`config.mk`:
```
export PLATFORM = sky130hd
export DESIGN_NAME = axi4_lite_master_ctrl
export DESIGN_NICKNAME = d
export VERILOG_FILES = /design/src/rtl/axi4_lite_pkg.sv /design/src/rtl/axi4_lite_master_ctrl.sv
export SDC_FILE = /design/constraint.sdc
export NUM_CORES = 1
export LEC_CHECK = 0
export ABC_CLOCK_PERIOD_IN_PS = 5400
export BUFFER_PORTS_ARGS = -buffer_cell sky130_fd_sc_hd__clkbuf_2
export CORE_MARGIN = 2
export CORE_UTILIZATION = 45
export CTS_BUF_LIST = sky130_fd_sc_hd__clkbuf_4
export CTS_CLUSTER_SIZE = 28
export DETAILED_ROUTE_END_ITERATION = 16
export GPL_TIMING_DRIVEN = 0
export PLACE_DENSITY = 0.79
export SYNTH_ARGS = -nofsm -noshare
export SYNTH_HDL_FRONTEND = slang
export SYNTH_SLANG_ARGS = --single-unit
```
`constraint.sdc`:
```
create_clock -name aclk -period 5.4 [get_ports aclk]
set_input_delay 1.62 -clock aclk [delete_from_list [all_inputs] [get_ports aclk]]
set_output_delay 1.62 -clock aclk [all_outputs]
set_load 0.02 [all_outputs]
```
`src/rtl/axi4_lite_pkg.sv`:
```
// rtl/axi4_lite_pkg.sv - AXI4-Lite response codes and master FSM state encoding
package axi4_lite_pkg;

  localparam logic [1:0] RESP_OKAY   = 2'd0;
  localparam logic [1:0] RESP_EXOKAY = 2'd1;
  localparam logic [1:0] RESP_SLVERR = 2'd2;
  localparam logic [1:0] RESP_DECERR = 2'd3;

  typedef enum logic [2:0] {
    ST_IDLE    = 3'd0,
    ST_WR_REQ  = 3'd1,
    ST_WR_RESP = 3'd2,
    ST_RD_REQ  = 3'd3,
    ST_RD_DATA = 3'd4,
    ST_RESP    = 3'd5
  } state_t;

endpackage

```
`src/rtl/axi4_lite_master_ctrl.sv`:
```
// rtl/axi4_lite_master_ctrl.sv - AXI4-Lite single-outstanding master controller
//
// Turns one command (read or write) into AXI4-Lite channel traffic and returns
// one response. Optional watchdog enabled by defining AXIL_MASTER_TIMEOUT_EN.
//
// Ports:
//   aclk, areset                 clock, asynchronous active-high reset
//   cmd_valid/cmd_ready          command handshake (cmd_write, cmd_addr, cmd_prot,
//                                cmd_wdata, cmd_wstrb)
//   rsp_valid/rsp_ready          response handshake (rsp_write, rsp_rdata,
//                                rsp_resp, rsp_timeout)
//   aw*, w*, b*, ar*, r*         AXI4-Lite master channels
//   busy                         high whenever the FSM is not idle
module axi4_lite_master_ctrl
  import axi4_lite_pkg::*;
#(
  parameter int ADDR_W      = 32,
  parameter int DATA_W      = 32,
  parameter int TIMEOUT_CYC = 1024
) (
  input  logic                aclk,
  input  logic                areset,
  input  logic                cmd_valid,
  output logic                cmd_ready,
  input  logic                cmd_write,
  input  logic [ADDR_W-1:0]   cmd_addr,
  input  logic [2:0]          cmd_prot,
  input  logic [DATA_W-1:0]   cmd_wdata,
  input  logic [DATA_W/8-1:0] cmd_wstrb,
  output logic                rsp_valid,
  input  logic                rsp_ready,
  output logic                rsp_write,
  output logic [DATA_W-1:0]   rsp_rdata,
  output logic [1:0]          rsp_resp,
  output logic                rsp_timeout,
  output logic [ADDR_W-1:0]   awaddr,
  output logic [2:0]          awprot,
  output logic                awvalid,
  input  logic                awready,
  output logic [DATA_W-1:0]   wdata,
  output logic [DATA_W/8-1:0] wstrb,
  output logic                wvalid,
  input  logic                wready,
  input  logic [1:0]          bresp,
  input  logic                bvalid,
  output logic                bready,
  output logic [ADDR_W-1:0]   araddr,
  output logic [2:0]          arprot,
  output logic                arvalid,
  input  logic                arready,
  input  logic [DATA_W-1:0]   rdata,
  input  logic [1:0]          rresp,
  input  logic                rvalid,
  output logic                rready,
  output logic                busy
);

  state_t state;

  // Gated with areset so the handshake is withheld while reset is held,
  // even though the state register already sits in IDLE.
  assign cmd_ready = (state == ST_IDLE) && !areset;
  assign busy      = (state != ST_IDLE);

`ifdef AXIL_MASTER_TIMEOUT_EN
  localparam int CNT_W = $clog2(TIMEOUT_CYC + 1);
  logic [CNT_W-1:0] wd_cnt;
  logic             cmd_write_q;
`else
  assign rsp_timeout = 1'b0;
`endif

  always_ff @(posedge aclk or posedge areset) begin
    if (areset) begin
      state     <= ST_IDLE;
      rsp_valid <= 1'b0;
      rsp_write <= 1'b0;
      rsp_rdata <= '0;
      rsp_resp  <= RESP_OKAY;
      awaddr    <= '0;
      awprot    <= '0;
      awvalid   <= 1'b0;
      wdata     <= '0;
      wstrb     <= '0;
      wvalid    <= 1'b0;
      bready    <= 1'b0;
      araddr    <= '0;
      arprot    <= '0;
      arvalid   <= 1'b0;
      rready    <= 1'b0;
`ifdef AXIL_MASTER_TIMEOUT_EN
      wd_cnt      <= '0;
      cmd_write_q <= 1'b0;
      rsp_timeout <= 1'b0;
`endif
    end else begin
      case (state)
        ST_IDLE: begin
          if (cmd_valid) begin
`ifdef AXIL_MASTER_TIMEOUT_EN
            wd_cnt      <= '0;
            cmd_write_q <= cmd_write;
            rsp_timeout <= 1'b0;
`endif
            if (cmd_write) begin
              awaddr  <= cmd_addr;
              awprot  <= cmd_prot;
              wdata   <= cmd_wdata;
              wstrb   <= cmd_wstrb;
              awvalid <= 1'b1;
              wvalid  <= 1'b1;
              state   <= ST_WR_REQ;
            end else begin
              araddr  <= cmd_addr;
              arprot  <= cmd_prot;
              arvalid <= 1'b1;
              state   <= ST_RD_REQ;
            end
          end
        end
        ST_WR_REQ: begin
          // AW and W complete independently; a channel whose valid is already
          // low has finished its handshake on an earlier cycle.
          if (awvalid && awready) awvalid <= 1'b0;
          if (wvalid && wready)   wvalid  <= 1'b0;
          if ((!awvalid || awready) && (!wvalid || wready)) begin
            bready <= 1'b1;
            state  <= ST_WR_RESP;
          end
        end
        ST_WR_RESP: begin
          if (bvalid) begin
            bready    <= 1'b0;
            rsp_write <= 1'b1;
            rsp_rdata <= '0;
            rsp_resp  <= bresp;
            rsp_valid <= 1'b1;
            state     <= ST_RESP;
          end
        end
        ST_RD_REQ: begin
          if (arready) begin
            arvalid <= 1'b0;
            rready  <= 1'b1;
            state   <= ST_RD_DATA;
          end
        end
        ST_RD_DATA: begin
          if (rvalid) begin
            rready    <= 1'b0;
            rsp_write <= 1'b0;
            rsp_rdata <= rdata;
            rsp_resp  <= rresp;
            rsp_valid <= 1'b1;
            state     <= ST_RESP;
          end
        end
        ST_RESP: begin
          if (rsp_ready) begin
            rsp_valid <= 1'b0;
            state     <= ST_IDLE;
          end
        end
        default: state <= ST_IDLE;
      endcase

`ifdef AXIL_MASTER_TIMEOUT_EN
      // Placed after the case so an expiry overrides any same-cycle progress.
      if (state inside {ST_WR_REQ, ST_WR_RESP, ST_RD_REQ, ST_RD_DATA}) begin
        if (wd_cnt == CNT_W'(TIMEOUT_CYC - 1)) begin
          awvalid     <= 1'b0;
          wvalid      <= 1'b0;
          bready      <= 1'b0;
          arvalid     <= 1'b0;
          rready      <= 1'b0;
          rsp_write   <= cmd_write_q;
          rsp_rdata   <= '0;
          rsp_resp    <= RESP_SLVERR;
          rsp_timeout <= 1'b1;
          rsp_valid   <= 1'b1;
          state       <= ST_RESP;
        end else begin
          wd_cnt <= wd_cnt + 1'b1;
        end
      end
`endif
    end
  end

endmodule

```
==> results of run 1 <==
## placed cells by master (no fill, tap or decap), drive strengths merged
master	n
and3	1
nor2b	3
o21bai	1
clkinv	6
nor3b	1
diode	1
o21ai	40
a21oi	3
dfrtp	150
bufinv	3
or2	3
nand2	74
nor2	6
clkbuf	288
mux2	107
a31oi	2
conb	1
a41oi	1
nor3	2
nand3	2
a21o	1
inv	8
a211oi	1
clkinvlp	2
buf	22
a311oi	1
and3b	2
mux2i	2
nand2b	4
## worst paths after layout
path,start,to,slack (ns),cells after the start
worst max-delay path,areset,cmd_ready,1.78,3
worst min-delay path,rsp_resp[0]$_DFFE_PP0P_,rsp_resp[0]$_DFFE_PP0P_,0.50,2
worst max register to register,state[1]$_DFFE_PP0P_,araddr[11]$_DFFE_PP0P_,3.58,6
worst min register to register,rsp_resp[0]$_DFFE_PP0P_,rsp_resp[0]$_DFFE_PP0P_,0.50,2
max in group asynchronous,areset,wdata[7]$_DFFE_PP0P_,3.23,4
min in group asynchronous,areset,awaddr[20]$_DFFE_PP0P_,1.24,2
## through the flow
step / hold slack, ns / cell area (um^2) / total power [mW]
4_1_cts: 0.5003 / 8215 / 5.400
6_report: 0.5037 / 8218 / 5.345
5_1_grt: 0.5174 / 8215 / 5.675
3_5_place_dp: 0.4743 / 7926 / 4.662
2_1_floorplan: 0.5706 / 6315 / 3.748
3_3_place_gp: 0.4620 / 7866 / 4.557
## layer usage
| layer | part of all wire | up-vias | wire length [um] | track usage |
|---|---|---|---|---|
| li1 | - | 2063 | - | - |
| met1 | 0.41 | 2217 | 6234 | 0.2513 |
| met2 | 0.51 | 164 | 7768 | 0.3531 |
| met3 | 0.062 | 19 | 938 | 0.05855 |
| met4 | 0.017 | 0 | 255 | 0.07399 |
| met5 | 0 | - | 0 | 0 |
## layout make-up
type / instances / share of cell area
Antenna cell: 1 / 0.0003045
Buffer: 24 / 0.02451
Clock buffer: 18 / 0.01644
Clock inverter: 12 / 0.01873
Inverter: 7 / 0.003654
Multi-Input combinational cell: 258 / 0.2835
Sequential cell: 150 / 0.4568
Tap cell: 180 / 0.02741
Timing Repair Buffer: 268 / 0.1687
## power by group
group / total, mW / internal, mW / leakage, nW / switching [mW]
clock network: 0.717 / 0.322 / 0.154 / 0.394
logic: 2.59 / 1.14 / 2.43 / 1.45
registers: 2.04 / 1.69 / 1.85 / 0.350
## state kept, by name, indices dropped and copies added, names as in the netlist
register and count:
wstrb 4, rsp_resp 2, araddr 32, awvalid 1, awaddr 32, rsp_write 1
bready 1, arprot 3, wvalid 1, rsp_rdata 32, rsp_valid 1, rready 1
wdata 32, arvalid 1, awprot 3, state 3
## cells by family (layout without fill, tap and decap cells)
| family | count (synthesis) | count (layout) | share of synthesized area |
|---|---|---|---|
| AO/OA/AOI/OAI | 50 | 50 | 0.04401 |
| buffers and inverters | 31 | 329 | 0.03608 |
| flip-flops | 150 | 150 | 0.5948 |
| multiplexers | 109 | 109 | 0.2518 |
| other | 1 | 2 | 0.0005942 |
| AND/OR/NAND/NOR | 98 | 98 | 0.07276 |
## worst register-to-register path, stage by stage (launching register included)
cell and delay (ns):
dfrtp_1 0.40, buf_4 0.17, nor3_4 0.26, nand2_2 0.13, nor2_8 0.22, buf_8 0.21, mux2_4 0.32
==> flow_summary.json, run 1 <==
{
  "grt_pass1_wl_um": 24070,
  "period_share": 0.6695,
  "cp_top_family": "buffers and inverters",
  "cts_setup_buffers": 0,
  "synth_area_leaders": "dfrtp_1 59%, mux2_4 23%, nand2_1 4.3%, o21ai_0 2.9%, mux2_2 1.8%",
  "wl_per_cell_um": 16.55,
  "drcViolationCount": 0,
  "fin_skew_ns": 0.02181,
  "cts_num_sinks": 150,
  "antenna_found_initial": 0,
  "hpwl_um": 11590,
  "fmax_mhz": 276.6,
  "fillers": 1135,
  "die_area_um2": 14990,
  "status": "complete, no violations",
  "wl_um": 15200,
  "synth_enable_flop_cells": 0,
  "maxCapViolCount": 0,
  "worst_path_most_repeated_cell": "clkbuf_2",
  "seq_area_frac_synth": 0.5948,
  "yosysMostFrequentCell": "dfrtp_1",
  "synthesis.area_um2": 6311,
  "coreArea_um2": 13770,
  "ir_drop_mv": 0.3065,
  "syn_nets": 556,
  "ioPinCount": 267,
  "root_buffer": "clkbuf_4",
  "hp-class": "reg -> reg",
  "via_count": 4463,
  "drive_gt1_frac": 0.5875,
  "crit_buf_inv": 2,
  "stdcell_count": 918,
  "cp-start-kind": "input port",
  "slew_headroom": 0.4138,
  "avgViaCountPerCell": 4.862,
  "cts_tree": "built",
  "drt_iter0_markers": 215,
  "rows": 43,
  "synth_top_area_frac": 0.5948,
  "crit_path_end_kind": "output pin",
  "finalHoldViolCount": 0,
  "path_cells": "clkbuf_2, nor2_1, clkbuf_2",
  "ys_seq_elements": 150,
  "crit_type": "in -> out",
  "drtAntennaViolNets": 0,
  "worst_ep_required_time_ns": 3.78,
  "seqCellArea_um2": 3754,
  "die_x_um": 122.4,
  "leakage_nw": 4.433,
  "yosys-top-cells-count": "150 x dfrtp_1, 97 x mux2_4, 73 x nand2_1",
  "grt_pass1_vias": 4664,
  "synth.largest_area_cell": "dfrtp_1",
  "synthArstFlopShare": 1.000,
  "min_period_ns": 3.616,
  "cts.clk_slew.worst_paths_ns": 0.13,
  "track_usage": 0.2072,
  "grt_max_degree": 47,
  "syn_avg_cell_area_um2": 14.38,
  "dpl.cell_count": 887,
  "ctsResizeCount": 0,
  "gp_congestion": 0.7990,
  "critPathMaxFanout": 2,
  "cts_made_buffers": 17,
  "drv_slew": 0,
  "multi_input_area_um2": 2330,
  "h-tree-depth": 4,
  "tightest_slew_ns": 0.8774,
  "clk_path_buf_depth": 2,
  "overflow": 0,
  "synth_cell_types": 36,
  "crit_path_max_incr_delay_ns": 0.17,
  "clk_latency_ns": 0.54,
  "cp.arrival_ns": 2.00,
  "final_net_count": 843,
  "drt_pass1_iterations": 4,
  "initial_core_util": 0.4582,
  "port_buffers": 265,
  "setup_violations": 0,
  "pre_cts_ws_ns": 1.788,
  "yosys_warnings": 0,
  "die_h_um": 122.4,
  "synth_cells": 439,
  "grt_setup_unrepaired": "false",
  "synthFlopType": "dfrtp_1",
  "crit_slowest_cell": "clkbuf_2",
  "setup_ws_ns": 1.784,
  "power.density_nw_per_um2": 650.4,
  "setup-tns-final_ns": 0,
  "hold_buffers": 0,
  "fin_util": 0.5967,
  "area_growth_pct": 30.21
}
Power figures use the tool's default switching activity.
==> inputs of run 2 (changes only) <==
--- a/config.mk
+++ b/config.mk
@@ -5,15 +5,16 @@
 export SDC_FILE = /design/constraint.sdc
 export NUM_CORES = 1
 export LEC_CHECK = 0
-export ABC_CLOCK_PERIOD_IN_PS = 5400
+export ABC_AREA = 1
+export ABC_CLOCK_PERIOD_IN_PS = 3800
 export BUFFER_PORTS_ARGS = -buffer_cell sky130_fd_sc_hd__clkbuf_2
 export CORE_MARGIN = 2
-export CORE_UTILIZATION = 45
+export CORE_UTILIZATION = 49
 export CTS_BUF_LIST = sky130_fd_sc_hd__clkbuf_4
 export CTS_CLUSTER_SIZE = 28
 export DETAILED_ROUTE_END_ITERATION = 16
 export GPL_TIMING_DRIVEN = 0
-export PLACE_DENSITY = 0.79
+export PLACE_DENSITY = 0.82
 export SYNTH_ARGS = -nofsm -noshare
 export SYNTH_HDL_FRONTEND = slang
 export SYNTH_SLANG_ARGS = --single-unit
==> constraint.sdc (replaced) <==
create_clock -name aclk -period 3.8 [get_ports aclk]
set_input_delay 1.14 -clock aclk [delete_from_list [all_inputs] [get_ports aclk]]
set_output_delay 1.14 -clock aclk [all_outputs]
set_load 0.02 [all_outputs]
==> run 2 against run 1 <==
Flip-flop and latch count unchanged. Core utilization up 6.3 points. Sequential power up 34%. Setup slack worse by 0.73 ns. Non-clock buffer count up 10. Synthesized cell count up 49%. Die area down 11%.
==> flow_summary.json, run 2 <==
{
  "stdcell_count": 1120,
  "drv_slew": 0,
  "final_net_count": 1056,
  "ys_seq_elements": 150,
  "hpwl_um": 12050,
  "area_growth_pct": 30.44,
  "via_count": 5330,
  "syn_avg_cell_area_um2": 9.361,
  "h-tree-depth": 4,
  "synth_area_leaders": "dfrtp_1 62%, nand2_1 13%, o21ai_1 6.0%, inv_1 5.3%, o21ai_0 3.9%",
  "clk_path_buf_depth": 2,
  "cts_made_buffers": 17,
  "cts_setup_buffers": 0,
  "grt_max_degree": 44,
  "synthArstFlopShare": 1.000,
  "fillers": 1014,
  "ioPinCount": 267,
  "drt_pass1_iterations": 4,
  "period_share": 0.7227,
  "hold_buffers": 0,
  "avgViaCountPerCell": 4.759,
  "grt_setup_unrepaired": "false",
  "cts_tree": "built",
  "root_buffer": "clkbuf_4",
  "grt_pass1_vias": 5198,
  "die_x_um": 115.6,
  "cts_num_sinks": 150,
  "initial_core_util": 0.5060,
  "holdWs_ns": 0.4900,
  "synth_top_area_frac": 0.6150,
  "seqCellArea_um2": 3754,
  "synth_cell_types": 26,
  "min_period_ns": 2.746,
  "maxCapViolCount": 0,
  "final_cell_mix": "266 x clkbuf_2, 208 x nand2_1, 150 x dfrtp_1",
  "fmax_mhz": 364.1,
  "drive_gt1_frac": 0.3733,
  "status": "complete, no violations",
  "yosys_warnings": 0,
  "hp-class": "reg -> reg",
  "layout_commonest_cell": "clkbuf_2",
  "fin_skew_ns": 0.01990,
  "cp-start-kind": "flip-flop",
  "synth.largest_area_cell": "dfrtp_1",
  "die_h_um": 115.6,
  "setup_violations": 0,
  "yosysMostFrequentCell": "nand2_1",
  "multi_input_area_um2": 1758,
  "tightest_slew_ns": 0.8059,
  "critPathMaxFanout": 7,
  "die_area_um2": 13360,
  "cp.arrival_ns": 1.61,
  "drcViolationCount": 0,
  "final_area_um2": 7961,
  "worst_ep_required_time_ns": 2.66,
  "synthesis.area_um2": 6103,
  "syn_nets": 769,
  "synthFlopType": "dfrtp_1",
  "ir_drop_mv": 0.5086,
  "overflow": 0,
  "clk_latency_ns": 0.52,
  "grt_pass1_wl_um": 24900,
  "dpl_cell_area_um2": 7704,
  "coreArea_um2": 12060,
  "ctsResizeCount": 0,
  "antenna_found_initial": 1,
  "synth_enable_flop_cells": 0,
  "crit_path_end_kind": "output pin",
  "gp_congestion": 0.8119,
  "yosys-top-cells-count": "208 x nand2_1, 150 x dfrtp_1, 86 x inv_1",
  "rows": 40,
  "drtAntennaViolNets": 0,
  "wl_um": 15940,
  "leakage_nw": 4.549,
  "slew_headroom": 0.4616,
  "track_usage": 0.2424,
  "port_buffers": 265,
  "seq_area_frac_synth": 0.6150,
  "drt_iter0_markers": 381,
  "finalHoldViolCount": 0,
  "power.density_nw_per_um2": 874.0,
  "wl_per_cell_um": 14.23,
  "cts.clk_slew.worst_paths_ns": 0.11,
  "synth_cells": 652,
  "dpl.cell_count": 1088,
  "crit_type": "reg -> out"
}
==> run 2: path summary, 6_finish.rpt <==
kind / start / endpoint / slack [ns] / cells after the start
worst max-delay path: state[0]$_DFFE_PP0P_ / cmd_ready / 1.05 / 4
worst min-delay path: arvalid$_DFFE_PP0P_ / arvalid$_DFFE_PP0P_ / 0.49 / 2
worst max register to register: state[0]$_DFFE_PP0P_ / awaddr[5]$_DFFE_PP0P_ / 2.11 / 6
worst min register to register: arvalid$_DFFE_PP0P_ / arvalid$_DFFE_PP0P_ / 0.49 / 2
max in group asynchronous: areset / awaddr[23]$_DFFE_PP0P_ / 2.07 / 4
min in group asynchronous: areset / wdata[30]$_DFFE_PP0P_ / 0.81 / 2
==> run 2: report_power, final <==
| group | internal (mW) | switching (mW) | total (mW) |
|---|---|---|---|
| registers | 2.32 | 0.416 | 2.74 |
| clock network | 0.389 | 0.535 | 0.924 |
| logic | 1.10 | 2.20 | 3.30 |
==> run 2: logic make-up after synthesis <==
kind of cell / Yosys count / share of synthesized area
AO/OA/AOI/OAI: 145 / 0.1324
other: 1 / 0.0006144
AND/OR/NAND/NOR: 233 / 0.1550
buffers and inverters: 123 / 0.09696
flip-flops: 150 / 0.6150
==> run 2: cell type report <==
cell class / count / share of cell area
clock buffer: 19 / 0.01792
clock inverter: 12 / 0.01414
buffer: 34 / 0.03175
sequential: 150 / 0.4715
tap: 168 / 0.02640
antenna: 1 / 0.0003143
timing repair buffer: 268 / 0.1741
multi-input combinational: 379 / 0.2208
inverter: 89 / 0.04306
==> run 2: metrics by stage <==
step                utilization  worst slack [ns]  setup TNS, ns  total power [mW]
floorplan                     -            0.7710              0             4.871
global placement         0.6337           -0.1780         -25.10             5.988
detailed placement       0.6387             1.090              0             6.087
CTS                      0.6599            0.9979              0             7.012
global route             0.6601            0.9144              0             7.451
finish                   0.6601             1.054              0             6.958
==> run 2: worst max-delay path, stage by stage (launching register included) <==
cell and delay [ns]:
dfrtp_1 0.49, nor2_4 0.20, nand2_2 0.12, nor2_1 0.11
clkbuf_2 0.18
==> run 2: layer usage <==
layer  global-route usage  wire, um  vias to the layer above
li1                     -         -                     2594
met4              0.09237       406                        0
met5                    0         0                        -
met2               0.4035      7791                      209
met1               0.2933      6473                     2496
met3              0.08159      1268                       31
==> inputs of run 3 (changes only) <==
--- a/config.mk
+++ b/config.mk
@@ -6,15 +6,15 @@
 export NUM_CORES = 1
 export LEC_CHECK = 0
 export ABC_AREA = 1
-export ABC_CLOCK_PERIOD_IN_PS = 3800
+export ABC_CLOCK_PERIOD_IN_PS = 2400
 export BUFFER_PORTS_ARGS = -buffer_cell sky130_fd_sc_hd__clkbuf_2
 export CORE_MARGIN = 2
-export CORE_UTILIZATION = 49
+export CORE_UTILIZATION = 44
 export CTS_BUF_LIST = sky130_fd_sc_hd__clkbuf_4
 export CTS_CLUSTER_SIZE = 28
 export DETAILED_ROUTE_END_ITERATION = 16
 export GPL_TIMING_DRIVEN = 0
-export PLACE_DENSITY = 0.82
+export PLACE_DENSITY = 0.78
 export SYNTH_ARGS = -nofsm -noshare
 export SYNTH_HDL_FRONTEND = slang
 export SYNTH_SLANG_ARGS = --single-unit
==> constraint.sdc (replaced) <==
create_clock -name aclk -period 2.4 [get_ports aclk]
set_input_delay 0.72 -clock aclk [delete_from_list [all_inputs] [get_ports aclk]]
set_output_delay 0.72 -clock aclk [all_outputs]
set_load 0.02 [all_outputs]
==> run 3 against run 2 <==
Core utilization is 7.8 points lower. Combinational power is 59% higher. Non-clock buffer count is 2 higher. Clock skew is 0.0087 ns lower. Clock power is 50% higher. Cell count is 1.3% higher. Global-route usage is 2.4 points lower. Register-to-register slack worse by 1.4 ns. Critical path type unchanged. Critical endpoint unchanged. Largest power group unchanged.
==> flow_summary.json, run 3 (synthesized netlist as in run 2, its figures left out) <==
{
  "status": "complete, no violations",
  "antenna_found_initial": 0,
  "worst_ep_required_time_ns": 1.68,
  "wl_per_cell_um": 13.76,
  "clk_path_buf_depth": 2,
  "die_x_um": 121.8,
  "crit_type": "reg -> out",
  "leakage_nw": 4.546,
  "die_area_um2": 14830,
  "clk_latency_ns": 0.55,
  "hpwl_um": 11860,
  "cts.clk_slew.worst_paths_ns": 0.12,
  "crit_path_end_kind": "output pin",
  "wl_um": 15610,
  "power_mw": 10.94,
  "layout_commonest_cell": "clkbuf_2",
  "drv_slew": 0,
  "track_usage": 0.2180,
  "drive_gt1_frac": 0.3788,
  "switching_share": 0.4547,
  "cp.arrival_ns": 1.54,
  "grt_pass1_vias": 4971,
  "ir_drop_mv": 0.6680,
  "r2r_cells": 7,
  "final_area_um2": 7980,
  "pwr-share-comb": 0.479,
  "overflow": 0,
  "r2r_start": "state[2]$_DFFE_PP0P_",
  "drt_iter0_markers": 277,
  "gp_congestion": 0.7923,
  "finalHoldViolCount": 0,
  "root_buffer": "clkbuf_4",
  "drt_pass1_iterations": 5,
  "avgViaCountPerCell": 4.666,
  "rows": 43,
  "critPathMaxFanout": 4,
  "setup_violations": 0,
  "ioPinCount": 267,
  "dpl_cell_area_um2": 7719,
  "cp-start-kind": "flip-flop",
  "hp-class": "in -> async",
  "pwr-share-clk": 0.127,
  "maxCapViolCount": 0,
  "final_net_count": 1058,
  "ff2ff_setup_slack_ns": 0.70,
  "slew_headroom": 0.5947,
  "timing.rr.end": "araddr[21]$_DFFE_PP0P_",
  "grt_max_degree": 45,
  "sequentialPowerShare": 0.394,
  "power.density_nw_per_um2": 1371,
  "cts_made_buffers": 17,
  "p_int_mw": 5.968,
  "tightest_slew_ns": 0.6067,
  "period_share": 0.9427,
  "drcViolationCount": 0,
  "drtAntennaViolNets": 0,
  "grt_pass1_wl_um": 24840,
  "initial_core_util": 0.4449,
  "setup-tns-final_ns": 0,
  "cts_tree": "built",
  "min_period_ns": 2.263,
  "final_cell_mix": "265 x clkbuf_2, 208 x nand2_1, 148 x dfrtp_1",
  "fin_skew_ns": 0.01120,
  "area_growth_pct": 30.75,
  "seqCellArea_um2": 3756,
  "die_h_um": 121.8,
  "multi_input_area_um2": 1760,
  "h-tree-depth": 4,
  "fmax_mhz": 442.0,
  "port_buffers": 265,
  "coreArea_um2": 13720,
  "cp-endpoint": "cmd_ready",
  "via_count": 5291,
  "p_sw_mw": 4.976,
  "fillers": 1264,
  "cts_num_sinks": 150,
  "critPathLaunch": "state[0]$_DFFE_PP0P_"
}
run 3: layout make-up:
cell class | instances | area share
Inverter | 89 | 0.04296
Antenna cell | 1 | 0.0003136
Clock inverter | 11 | 0.01082
Multi-Input combinational cell | 379 | 0.2206
Buffer | 34 | 0.03167
Clock buffer | 20 | 0.01881
Timing Repair Buffer | 270 | 0.1759
Tap cell | 180 | 0.02822
Sequential cell | 150 | 0.4707
run 3: repair_timing:
item / 4_1_cts / 5_1_grt
setup endpoints to repair: 0 / 1
resized for setup: 0 / 5
hold buffers: 0 / 0
buffers inserted: 0 / 2
run 3: layer usage:
metal	track usage	routed length, um	up-vias
li1	-	-	2609
met1	0.2699	6583	2468
met2	0.3586	7611	180
met3	0.06742	1000	34
met4	0.08405	410	0
met5	0	0	-
run 3: metrics by stage:
step / util / setup slack [ns] / instances / hold WS [ns]
after global placement: 0.5582 / -1.140 / 1097 / 0.4644
after floorplan: - / -0.2090 / 652 / 0.5522
after detailed placement: 0.5626 / 0.4420 / 1100 / 0.4653
final: 0.5817 / 0.1375 / 1134 / 0.2387
after global routing: 0.5815 / -0.00005451 / 1133 / 0.2335
after CTS: 0.5798 / 0.007796 / 1131 / 0.2083
run 3: how the worst min path moves through the flow:
stage / startpoint / end / slack [ns] / cells after the start
global route: areset / rsp_rdata[10]$_DFFE_PP0P_ / 0.23 / 2
CTS: areset / rsp_rdata[29]$_DFFE_PP0P_ / 0.21 / 2
global placement: arvalid$_DFFE_PP0P_ / arvalid$_DFFE_PP0P_ / 0.46 / 2
detailed placement: arvalid$_DFFE_PP0P_ / arvalid$_DFFE_PP0P_ / 0.47 / 2
floorplan: state[1]$_DFFE_PP0P_ / state[1]$_DFFE_PP0P_ / 0.55 / 2
finish: areset / rsp_rdata[10]$_DFFE_PP0P_ / 0.24 / 2
run 3: power by group through the flow:
stage / combinational [mW] / clock [mW] / sequential [mW]
2_1_floorplan: 1.99 / 0 / 5.72
3_3_place_gp: 5.16 / 0 / 4.32
3_5_place_dp: 5.27 / 0 / 4.35
4_1_cts: 5.27 / 1.43 / 4.31
5_1_grt: 5.75 / 1.57 / 4.46
6_report: 5.24 / 1.39 / 4.32
run 3: critical path, stage by stage, from the launching register on:
cell	delay (ns)
dfrtp_2	0.46
nor2_4	0.17
nand2_2	0.12
nor2_2	0.10
buf_4	0.15
